## config.mk

```make
export PLATFORM = sky130hd
export DESIGN_NAME = disp_scan_ctrl
export DESIGN_NICKNAME = d
export VERILOG_FILES = /design/src/rtl/disp_pkg.sv /design/src/rtl/scan_tick_gen.sv /design/src/rtl/disp_scan_ctrl.sv
export SDC_FILE = /design/constraint.sdc
export NUM_CORES = 1
export LEC_CHECK = 0
export ABC_AREA = 1
export BUFFER_PORTS_ARGS = -buffer_cell sky130_fd_sc_hd__buf_2
export CELL_PAD_IN_SITES_DETAIL_PLACEMENT = 2
export CELL_PAD_IN_SITES_GLOBAL_PLACEMENT = 2
export CORE_ASPECT_RATIO = 1.4
export CORE_MARGIN = 5
export CORE_UTILIZATION = 30
export CTS_BUF_LIST = sky130_fd_sc_hd__clkbuf_2
export DETAILED_ROUTE_END_ITERATION = 10
export PLACE_DENSITY = 0.79
export SETUP_SLACK_MARGIN = 0.5
export SYNTH_ARGS = -nofsm -noshare
export SYNTH_HDL_FRONTEND = slang
export SYNTH_SLANG_ARGS = --single-unit
```

## constraint.sdc

```tcl
create_clock -name clock -period 2.3 [get_ports clock]
set_input_delay 0.345 -clock clock [delete_from_list [all_inputs] [get_ports clock]]
set_output_delay 0.345 -clock clock [all_outputs]
set_load 0.005 [all_outputs]
```

## src/rtl/disp_pkg.sv

```systemverilog
// rtl/disp_pkg.sv - shared constants and leading-zero helper for the display scan path
// Contents: digit count/widths, all-anodes-off pattern, lz_mask() leading-zero mask.
package disp_pkg;

  localparam int NUM_DIG = 8;
  localparam int SEL_W   = 3;
  localparam int NIB_W   = 4;

  localparam logic [NUM_DIG-1:0] ANODE_OFF = 8'hFF;

  // Bit i is set when digit i and every digit above it are zero.
  // Digit 0 is never flagged so an all-zero value still shows one "0".
  function automatic logic [NUM_DIG-1:0] lz_mask(input logic [NUM_DIG*NIB_W-1:0] val);
    logic above_zero;
    lz_mask    = '0;
    above_zero = 1'b1;
    for (int i = NUM_DIG - 1; i >= 1; i--) begin
      above_zero = above_zero & (val[i*NIB_W +: NIB_W] == '0);
      lz_mask[i] = above_zero;
    end
  endfunction

endpackage

```

## src/rtl/scan_tick_gen.sv

```systemverilog
// rtl/scan_tick_gen.sv - per-digit slot counter with blanking window
// Ports:
//   clock_i     system clock
//   reset_i     synchronous active-high reset
//   slot_end_o  high in the last cycle of a slot (cnt == TICK_DIV-1)
//   in_blank_o  next-cycle count falls inside the blanking window
module scan_tick_gen #(
  parameter int TICK_DIV  = 100000,
  parameter int BLANK_CYC = 500
) (
  input  logic clock_i,
  input  logic reset_i,
  output logic slot_end_o,
  output logic in_blank_o
);

  localparam int CNT_W = (TICK_DIV > 2) ? $clog2(TICK_DIV) : 1;
  localparam logic [CNT_W-1:0] CNT_MAX = CNT_W'(TICK_DIV - 1);

  logic [CNT_W-1:0] cnt_q, cnt_d;

  assign slot_end_o = (cnt_q == CNT_MAX);
  assign cnt_d      = slot_end_o ? '0 : cnt_q + CNT_W'(1);

  always_ff @(posedge clock_i) begin
    if (reset_i) begin
      cnt_q <= '0;
    end else begin
      cnt_q <= cnt_d;
    end
  end

  // Blanking is judged on the next count so the registered anode in the
  // parent lines up with the cycle that count is actually held.
  generate
    if (BLANK_CYC == 0) begin : g_no_blank
      assign in_blank_o = 1'b0;
    end else begin : g_blank
      assign in_blank_o = (cnt_d < CNT_W'(BLANK_CYC));
    end
  endgenerate

endmodule

```

## src/rtl/disp_scan_ctrl.sv

```systemverilog
// rtl/disp_scan_ctrl.sv - 8-digit seven-segment scan scheduler with frame-aligned loads
// Ports:
//   clock, reset        clock and synchronous active-high reset
//   val_in, load_req    32-bit value and its load request
//   load_ack            one-cycle pulse when a value becomes active
//   dig_en, lz_sup      per-digit enable mask, leading-zero suppression enable
//   sel, hex_out        digit index and its nibble
//   anode, blank        active-low one-hot anode drive, all-off flag
//   frame_done          one-cycle pulse with the 7->0 wrap of sel
module disp_scan_ctrl
  import disp_pkg::*;
#(
  parameter int TICK_DIV  = 100000,
  parameter int BLANK_CYC = 500
) (
  input  logic                     clock,
  input  logic                     reset,
  input  logic [NUM_DIG*NIB_W-1:0] val_in,
  input  logic                     load_req,
  output logic                     load_ack,
  input  logic [NUM_DIG-1:0]       dig_en,
  input  logic                     lz_sup,
  output logic [SEL_W-1:0]         sel,
  output logic [NIB_W-1:0]         hex_out,
  output logic [NUM_DIG-1:0]       anode,
  output logic                     blank,
  output logic                     frame_done
);

  logic slot_end, in_blank, boundary;

  logic [SEL_W-1:0]         sel_q, sel_d;
  logic [NUM_DIG*NIB_W-1:0] active_q, active_d;
  logic [NUM_DIG*NIB_W-1:0] pending_q, pending_d;
  logic                     pend_vld_q, pend_vld_d;
  logic [NIB_W-1:0]         hex_q, hex_d;
  logic [NUM_DIG-1:0]       anode_q, anode_d;
  logic                     blank_q, blank_d;
  logic                     ack_q, ack_d;
  logic                     fd_q, fd_d;
  logic [NUM_DIG-1:0]       lz;
  logic                     dark;

  scan_tick_gen #(
    .TICK_DIV  (TICK_DIV),
    .BLANK_CYC (BLANK_CYC)
  ) u_tick (
    .clock_i    (clock),
    .reset_i    (reset),
    .slot_end_o (slot_end),
    .in_blank_o (in_blank)
  );

  assign boundary = slot_end && (sel_q == SEL_W'(NUM_DIG - 1));

  always_comb begin
    active_d   = active_q;
    pending_d  = pending_q;
    pend_vld_d = pend_vld_q;
    ack_d      = 1'b0;
    fd_d       = boundary;
    sel_d      = slot_end ? sel_q + SEL_W'(1) : sel_q;

    // A request landing on the boundary itself wins over anything pending,
    // so the newest value is what the next frame shows.
    if (boundary) begin
      if (load_req) begin
        active_d   = val_in;
        pend_vld_d = 1'b0;
        ack_d      = 1'b1;
      end else if (pend_vld_q) begin
        active_d   = pending_q;
        pend_vld_d = 1'b0;
        ack_d      = 1'b1;
      end
    end else if (load_req) begin
      pending_d  = val_in;
      pend_vld_d = 1'b1;
    end

    // All outputs derive from next-state values so sel, hex_out and anode
    // change together on the same edge.
    lz      = lz_sup ? lz_mask(active_d) : '0;
    hex_d   = active_d[sel_d*NIB_W +: NIB_W];
    dark    = in_blank | ~dig_en[sel_d] | lz[sel_d];
    anode_d = dark ? ANODE_OFF : ~(NUM_DIG'(1) << sel_d);
    blank_d = (anode_d == ANODE_OFF);
  end

  always_ff @(posedge clock) begin
    if (reset) begin
      sel_q      <= '0;
      active_q   <= '0;
      pending_q  <= '0;
      pend_vld_q <= 1'b0;
      hex_q      <= '0;
      anode_q    <= ANODE_OFF;
      blank_q    <= 1'b1;
      ack_q      <= 1'b0;
      fd_q       <= 1'b0;
    end else begin
      sel_q      <= sel_d;
      active_q   <= active_d;
      pending_q  <= pending_d;
      pend_vld_q <= pend_vld_d;
      hex_q      <= hex_d;
      anode_q    <= anode_d;
      blank_q    <= blank_d;
      ack_q      <= ack_d;
      fd_q       <= fd_d;
    end
  end

  assign sel        = sel_q;
  assign hex_out    = hex_q;
  assign anode      = anode_q;
  assign blank      = blank_q;
  assign load_ack   = ack_q;
  assign frame_done = fd_q;

endmodule

```

==> impl_results.html <==
<table>
<tr><th>Metric</th><th>Value</th></tr>
<tr><th colspan="2">Status</th></tr>
<tr><td>Result of the run</td><td>finished with violations</td></tr>
<tr><td>Failing checks</td><td>setup timing</td></tr>
<tr><th colspan="2">Power</th></tr>
<tr><td>Sw Share</td><td>a little under a third</td></tr>
<tr><td>Total power density per cell area</td><td>406 mW/mm^2</td></tr>
<tr><td>Worst IR drop on VDD</td><td>around 570 uV</td></tr>
<tr><td>Combinational Power Share</td><td>~15%</td></tr>
<tr><td>Design internal power</td><td>~2.3 mW</td></tr>
<tr><td>Pwr Total</td><td>between 3 and 4 mW</td></tr>
<tr><td>Clock share of power</td><td>between 30% and 40%</td></tr>
<tr><td>Portion of total power attributed to sequential cells</td><td>a little over half</td></tr>
<tr><td>Switching pwr</td><td>between 1 and 1.5 mW</td></tr>
<tr><td>Leakage</td><td>3.67 nW</td></tr>
<tr><th colspan="2">Timing</th></tr>
<tr><td>Max-Slew Margin vs Limit</td><td>between 50% and 60%</td></tr>
<tr><td>Min Clock Period, post-route</td><td>between 2 and 3 ns</td></tr>
<tr><td>Highest clock frequency the design can meet</td><td>around 0.34 GHz</td></tr>
<tr><td>Total setup violations reported at the end of the flow</td><td>49</td></tr>
<tr><td>Final period util</td><td>129%</td></tr>
<tr><td>Number of hold-slack violations in the final timing report</td><td>0</td></tr>
<tr><td>Worst clock skew on the final layout</td><td>between 0.1 and 0.15 ns</td></tr>
<tr><td>Measured slew at the worst slew-check pin</td><td>0.659 ns</td></tr>
<tr><td>Worst path setup slack after routing</td><td>-0.677 ns</td></tr>
<tr><td>Setup tns final</td><td>-11.56 ns</td></tr>
<tr><td>RSZ-0062 raised after global routing</td><td>yes</td></tr>
<tr><td>Number of pins with negative max-slew slack in the final report</td><td>0</td></tr>
<tr><th colspan="2">Detailed routing</th></tr>
<tr><td>Antenna-violating nets left</td><td>0</td></tr>
<tr><td>Vias per cell</td><td>between 5 and 6</td></tr>
<tr><td>Drt first pass iters</td><td>5</td></tr>
<tr><td>Routed via count</td><td>6672</td></tr>
<tr><td>Wire per inst</td><td>~28 um</td></tr>
<tr><td>Final wirelength</td><td>34300 um</td></tr>
<tr><td>Number of remaining DRC errors</td><td>0</td></tr>
<tr><td>DRC marker count from the first detailed-route iteration</td><td>approximately 540</td></tr>
<tr><th colspan="2">Critical path</th></tr>
<tr><td>Critical Path Start</td><td>u_tick.cnt_q[8]</td></tr>
<tr><td>Cells along the critical path</td><td>buf_4 -&gt; nor3_2 -&gt; buf_4 -&gt; nand2_8 -&gt; xor2_4 -&gt; nor2_2 -&gt; o21ai_1 -&gt; nand2_1 -&gt; nand2_1 -&gt; nand2_2 -&gt; inv_2 -&gt; o21ai_4 -&gt; nor2_2 -&gt; nand3_1</td></tr>
<tr><td>Slowest cell delay on critical path</td><td>roughly 0.46 ns</td></tr>
<tr><td>Arr. time, crit path</td><td>between 3 and 4 ns</td></tr>
<tr><td>Launch point of the worst reg-to-reg path</td><td>u_tick.cnt_q[8]</td></tr>
<tr><td>Reg-to-reg slack, setup</td><td>-0.68 ns</td></tr>
<tr><td>Worst-path maximum fanout</td><td>10</td></tr>
<tr><td>Worst R2R End</td><td>anode[5]</td></tr>
<tr><td>Class of the most critical setup path</td><td>flop to flop</td></tr>
<tr><td>Type of element launching the critical path</td><td>flop</td></tr>
<tr><td>Crit end category</td><td>flop</td></tr>
<tr><td>Number of cells on the worst reg-to-reg path</td><td>14</td></tr>
<tr><td>Capture point of the worst path</td><td>anode[5]</td></tr>
<tr><td>Library cell contributing the largest single delay on the critical path</td><td>nor3_2</td></tr>
<tr><td>Required arrival time at the worst endpoint</td><td>about 2.8 ns</td></tr>
<tr><th colspan="2">Yosys</th></tr>
<tr><td>Primary FF master, synth</td><td>dfxtp_1</td></tr>
<tr><td>Mapped cell area</td><td>~0.0051 mm^2</td></tr>
<tr><td>Number of synthesized flops with an enable pin</td><td>0</td></tr>
<tr><td>Yosys cell types</td><td>42</td></tr>
<tr><td>Cell type with the largest total area after synthesis</td><td>dfxtp_1</td></tr>
<tr><td>Share of flip-flops with an asynchronous set or reset</td><td>0%</td></tr>
<tr><td>Post-synth top area share</td><td>around 39%</td></tr>
<tr><td>Area fraction in compound gates after synthesis</td><td>13.1%</td></tr>
<tr><td>Yosys warnings</td><td>0</td></tr>
<tr><td>Post-Synth Adder-Cell Area</td><td>less than 1%</td></tr>
<tr><td>Dominant cells by area after synthesis</td><td>dfxtp_1, nand2_1, nor2_1, a21oi_1, inv_1</td></tr>
<tr><td>Post-synthesis net count</td><td>slightly above 800</td></tr>
<tr><td>Combinational family with the most area after synthesis</td><td>simple AND/OR/NAND/NOR gates</td></tr>
<tr><td>Register bit count reported by yosys</td><td>100</td></tr>
<tr><td>Sequential share of the synthesized area</td><td>between 30 and 40%</td></tr>
<tr><td>Post-synthesis xor/xnor area fraction</td><td>around 2.2%</td></tr>
<tr><td>Share of cell area taken by muxes after synthesis</td><td>0.195%</td></tr>
<tr><td>Mean post-synth cell area</td><td>between 6 and 7 um^2</td></tr>
<tr><td>Post-synthesis simple-gate area fraction</td><td>a little over a third</td></tr>
<tr><td>Instance count of the mapped netlist</td><td>a little under 800</td></tr>
<tr><th colspan="2">Layout</th></tr>
<tr><td>Post-layout nets</td><td>between 1000 and 1500</td></tr>
<tr><td>Share of post-route cells with drive strength above 1</td><td>44.0%</td></tr>
<tr><td>Fill cell total of the finished layout</td><td>~1900</td></tr>
<tr><td>Final core area utilization</td><td>between 40% and 50%</td></tr>
<tr><td>Finished Cell Area</td><td>between 0.008 and 0.009 mm^2</td></tr>
<tr><td>Top library cells by usage in the layout, fill and taps aside</td><td>nand2_1, buf_4, dfxtp_1</td></tr>
<tr><td>Area added between synthesis and finish</td><td>59.8%</td></tr>
<tr><td>Most frequent standard cell in the layout excluding fill and tap cells</td><td>nand2_1</td></tr>
<tr><th colspan="2">Global route</th></tr>
<tr><td>Global-route wire length before repair</td><td>39800 um</td></tr>
<tr><td>Total global-route track usage</td><td>26.3%</td></tr>
<tr><td>Vias in the first global route</td><td>~7100</td></tr>
<tr><td>Initial antenna violation count</td><td>2</td></tr>
<tr><td>Maximum number of pins on one net before global-route repair</td><td>39</td></tr>
<tr><td>Remaining Overflow, GRT</td><td>0</td></tr>
<tr><th colspan="2">Worst hold path</th></tr>
<tr><td>Path type of the worst min-delay path</td><td>input pin to flop</td></tr>
<tr><th colspan="2">Clock network</th></tr>
<tr><td>Clock Root Buffer</td><td>clkbuf_2</td></tr>
<tr><td>TritonCTS Buffers</td><td>9</td></tr>
<tr><td>Clock transition at the registers of the reported paths</td><td>between 0.3 and 0.4 ns</td></tr>
<tr><td>Maximum root-to-sink buffer count</td><td>2</td></tr>
<tr><td>CTS tree</td><td>done</td></tr>
<tr><td>Clock insertion delay at the later pin of the skew report</td><td>roughly 0.73 ns</td></tr>
<tr><td>H-tree depth</td><td>3</td></tr>
<tr><td>Number of sinks handled by clock tree synthesis</td><td>100</td></tr>
<tr><th colspan="2">Flow run</th></tr>
<tr><td>Maxcap violations</td><td>0</td></tr>
<tr><th colspan="2">Die</th></tr>
<tr><td>Starting utilization of the core area</td><td>a little under a third</td></tr>
<tr><td>Die outline area</td><td>0.0199 mm^2</td></tr>
<tr><td>Area inside the core boundary</td><td>0.0168 mm^2</td></tr>
<tr><td>Row count</td><td>56</td></tr>
<tr><td>Die outline width</td><td>~120 um</td></tr>
<tr><td>Die outline height</td><td>between 150 and 200 um</td></tr>
<tr><td>IO Pins</td><td>62</td></tr>
<tr><th colspan="2">Placement</th></tr>
<tr><td>Weighted congestion at the end of routability-driven global placement</td><td>about 0.9</td></tr>
<tr><td>Post-DP HPWL</td><td>about 17000 um</td></tr>
<tr><td>Instance area at placement</td><td>between 0.006 and 0.007 mm^2</td></tr>
<tr><td>Port-buffer cells</td><td>slightly above 60</td></tr>
<tr><td>Worst slack at placement</td><td>-0.211 ns</td></tr>
</table>
## state kept, by name (all words and copies together), names as in the netlist
signal / count
anode: 8
blank: 1
pending_q: 32
sel: 3
u_tick.cnt_q: 17
active_q: 32
pend_vld_q: 1
hex_out: 4
load_ack: 1
frame_done: 1
## how the worst min path moves through the flow
stage / start / endpoint / slack [ns] / cells after the start
2_1_floorplan: pending_q[28] / pending_q[28] / 0.42 / 2
3_3_place_gp: pending_q[1] / pending_q[1] / 0.44 / 2
3_5_place_dp: pending_q[2] / pending_q[2] / 0.44 / 2
4_1_cts: reset / sel[2] / 0.01 / 3
5_1_grt: lz_sup / anode[7] / 0.13 / 5
6_report: lz_sup / anode[7] / 0.18 / 5
## critical path, delay by kind of cell (launching register included)
family                    cells  cell delay [ns]
AOI/OAI and AO/OA             2             0.30
xor gates and xnor gates      1             0.34
buffers and inverters         3             0.55
DFF                           1             0.40
and+or+nand+nor               8             1.20
## synthesized netlist by cell type (all sizes together) (2+ instances only)
cell / n
a21oi: 50
dfxtp: 100
inv: 70
a22o: 13
nor3: 8
clkbuf: 16
o22ai: 7
nand3: 30
o21ai: 29
nand3b: 2
nand2: 267
a21o: 6
xnor2: 3
nor2: 114
ha: 3
buf: 14
clkinv: 4
o2111ai: 4
nand4: 17
xor2: 7
## metal layers
metal | share of wire, % | GRT usage [%] | wire length, um
met4 | 7.1 | 17.0 | 2440
met1 | 36 | 25.8 | 12400
met2 | 53 | 51.1 | 18200
met3 | 3.7 | 3.25 | 1260
met5 | 0 | 0 | 0
## layout make-up
class	instances	area, um^2	area share [%]
flip-flops and latches	100	2020	24.6
inverters	74	319	3.89
repair buffers	245	2070	25.2
clock inverters	6	80.1	0.975
multi-input cells	565	3420	41.7
clock buffers	9	45.0	0.549
well taps	203	254	3.09
diodes	2	5.00	0.0609
## power by group through the flow
| stage | logic (mW) | clock network (mW) | registers (mW) |
|---|---|---|---|
| after floorplan | 0.156 | 0 | 1.82 |
| after global placement | 0.273 | 0 | 1.83 |
| after detailed placement | 0.289 | 0 | 1.83 |
| after CTS | 0.354 | 0.993 | 1.80 |
| after global routing | 0.509 | 1.11 | 1.82 |
| final | 0.490 | 1.03 | 1.81 |
## through the flow
stage                     hold slack (ns)  std cells
after floorplan                     0.424        769
after global placement              0.436       1094
after detailed placement            0.443       1094
after CTS                         0.00985       1162
after global routing                0.134       1204
final                               0.175       1204
## repair_timing
action | in CTS | in global routing
buffers inserted | 19 | 34
gates cloned | 2 | 5
gates resized for setup | 46 | 238
endpoints found under the hold margin | 32 | 1
hold buffers | 32 | 1
pin swaps | 18 | 64
setup endpoints to repair | 56 | 87
## cell families (layout without fill, tap and decap cells)
group,Yosys count,in the layout
DFF,100,100
other,0,2
xor gates and xnor gates,10,10
AOI/OAI and AO/OA,111,111
and+or+nand+nor,440,440
muxes,1,1
buffers and inverters,104,334
adders and majority gates,3,3
(Power assumes the default switching activity.)
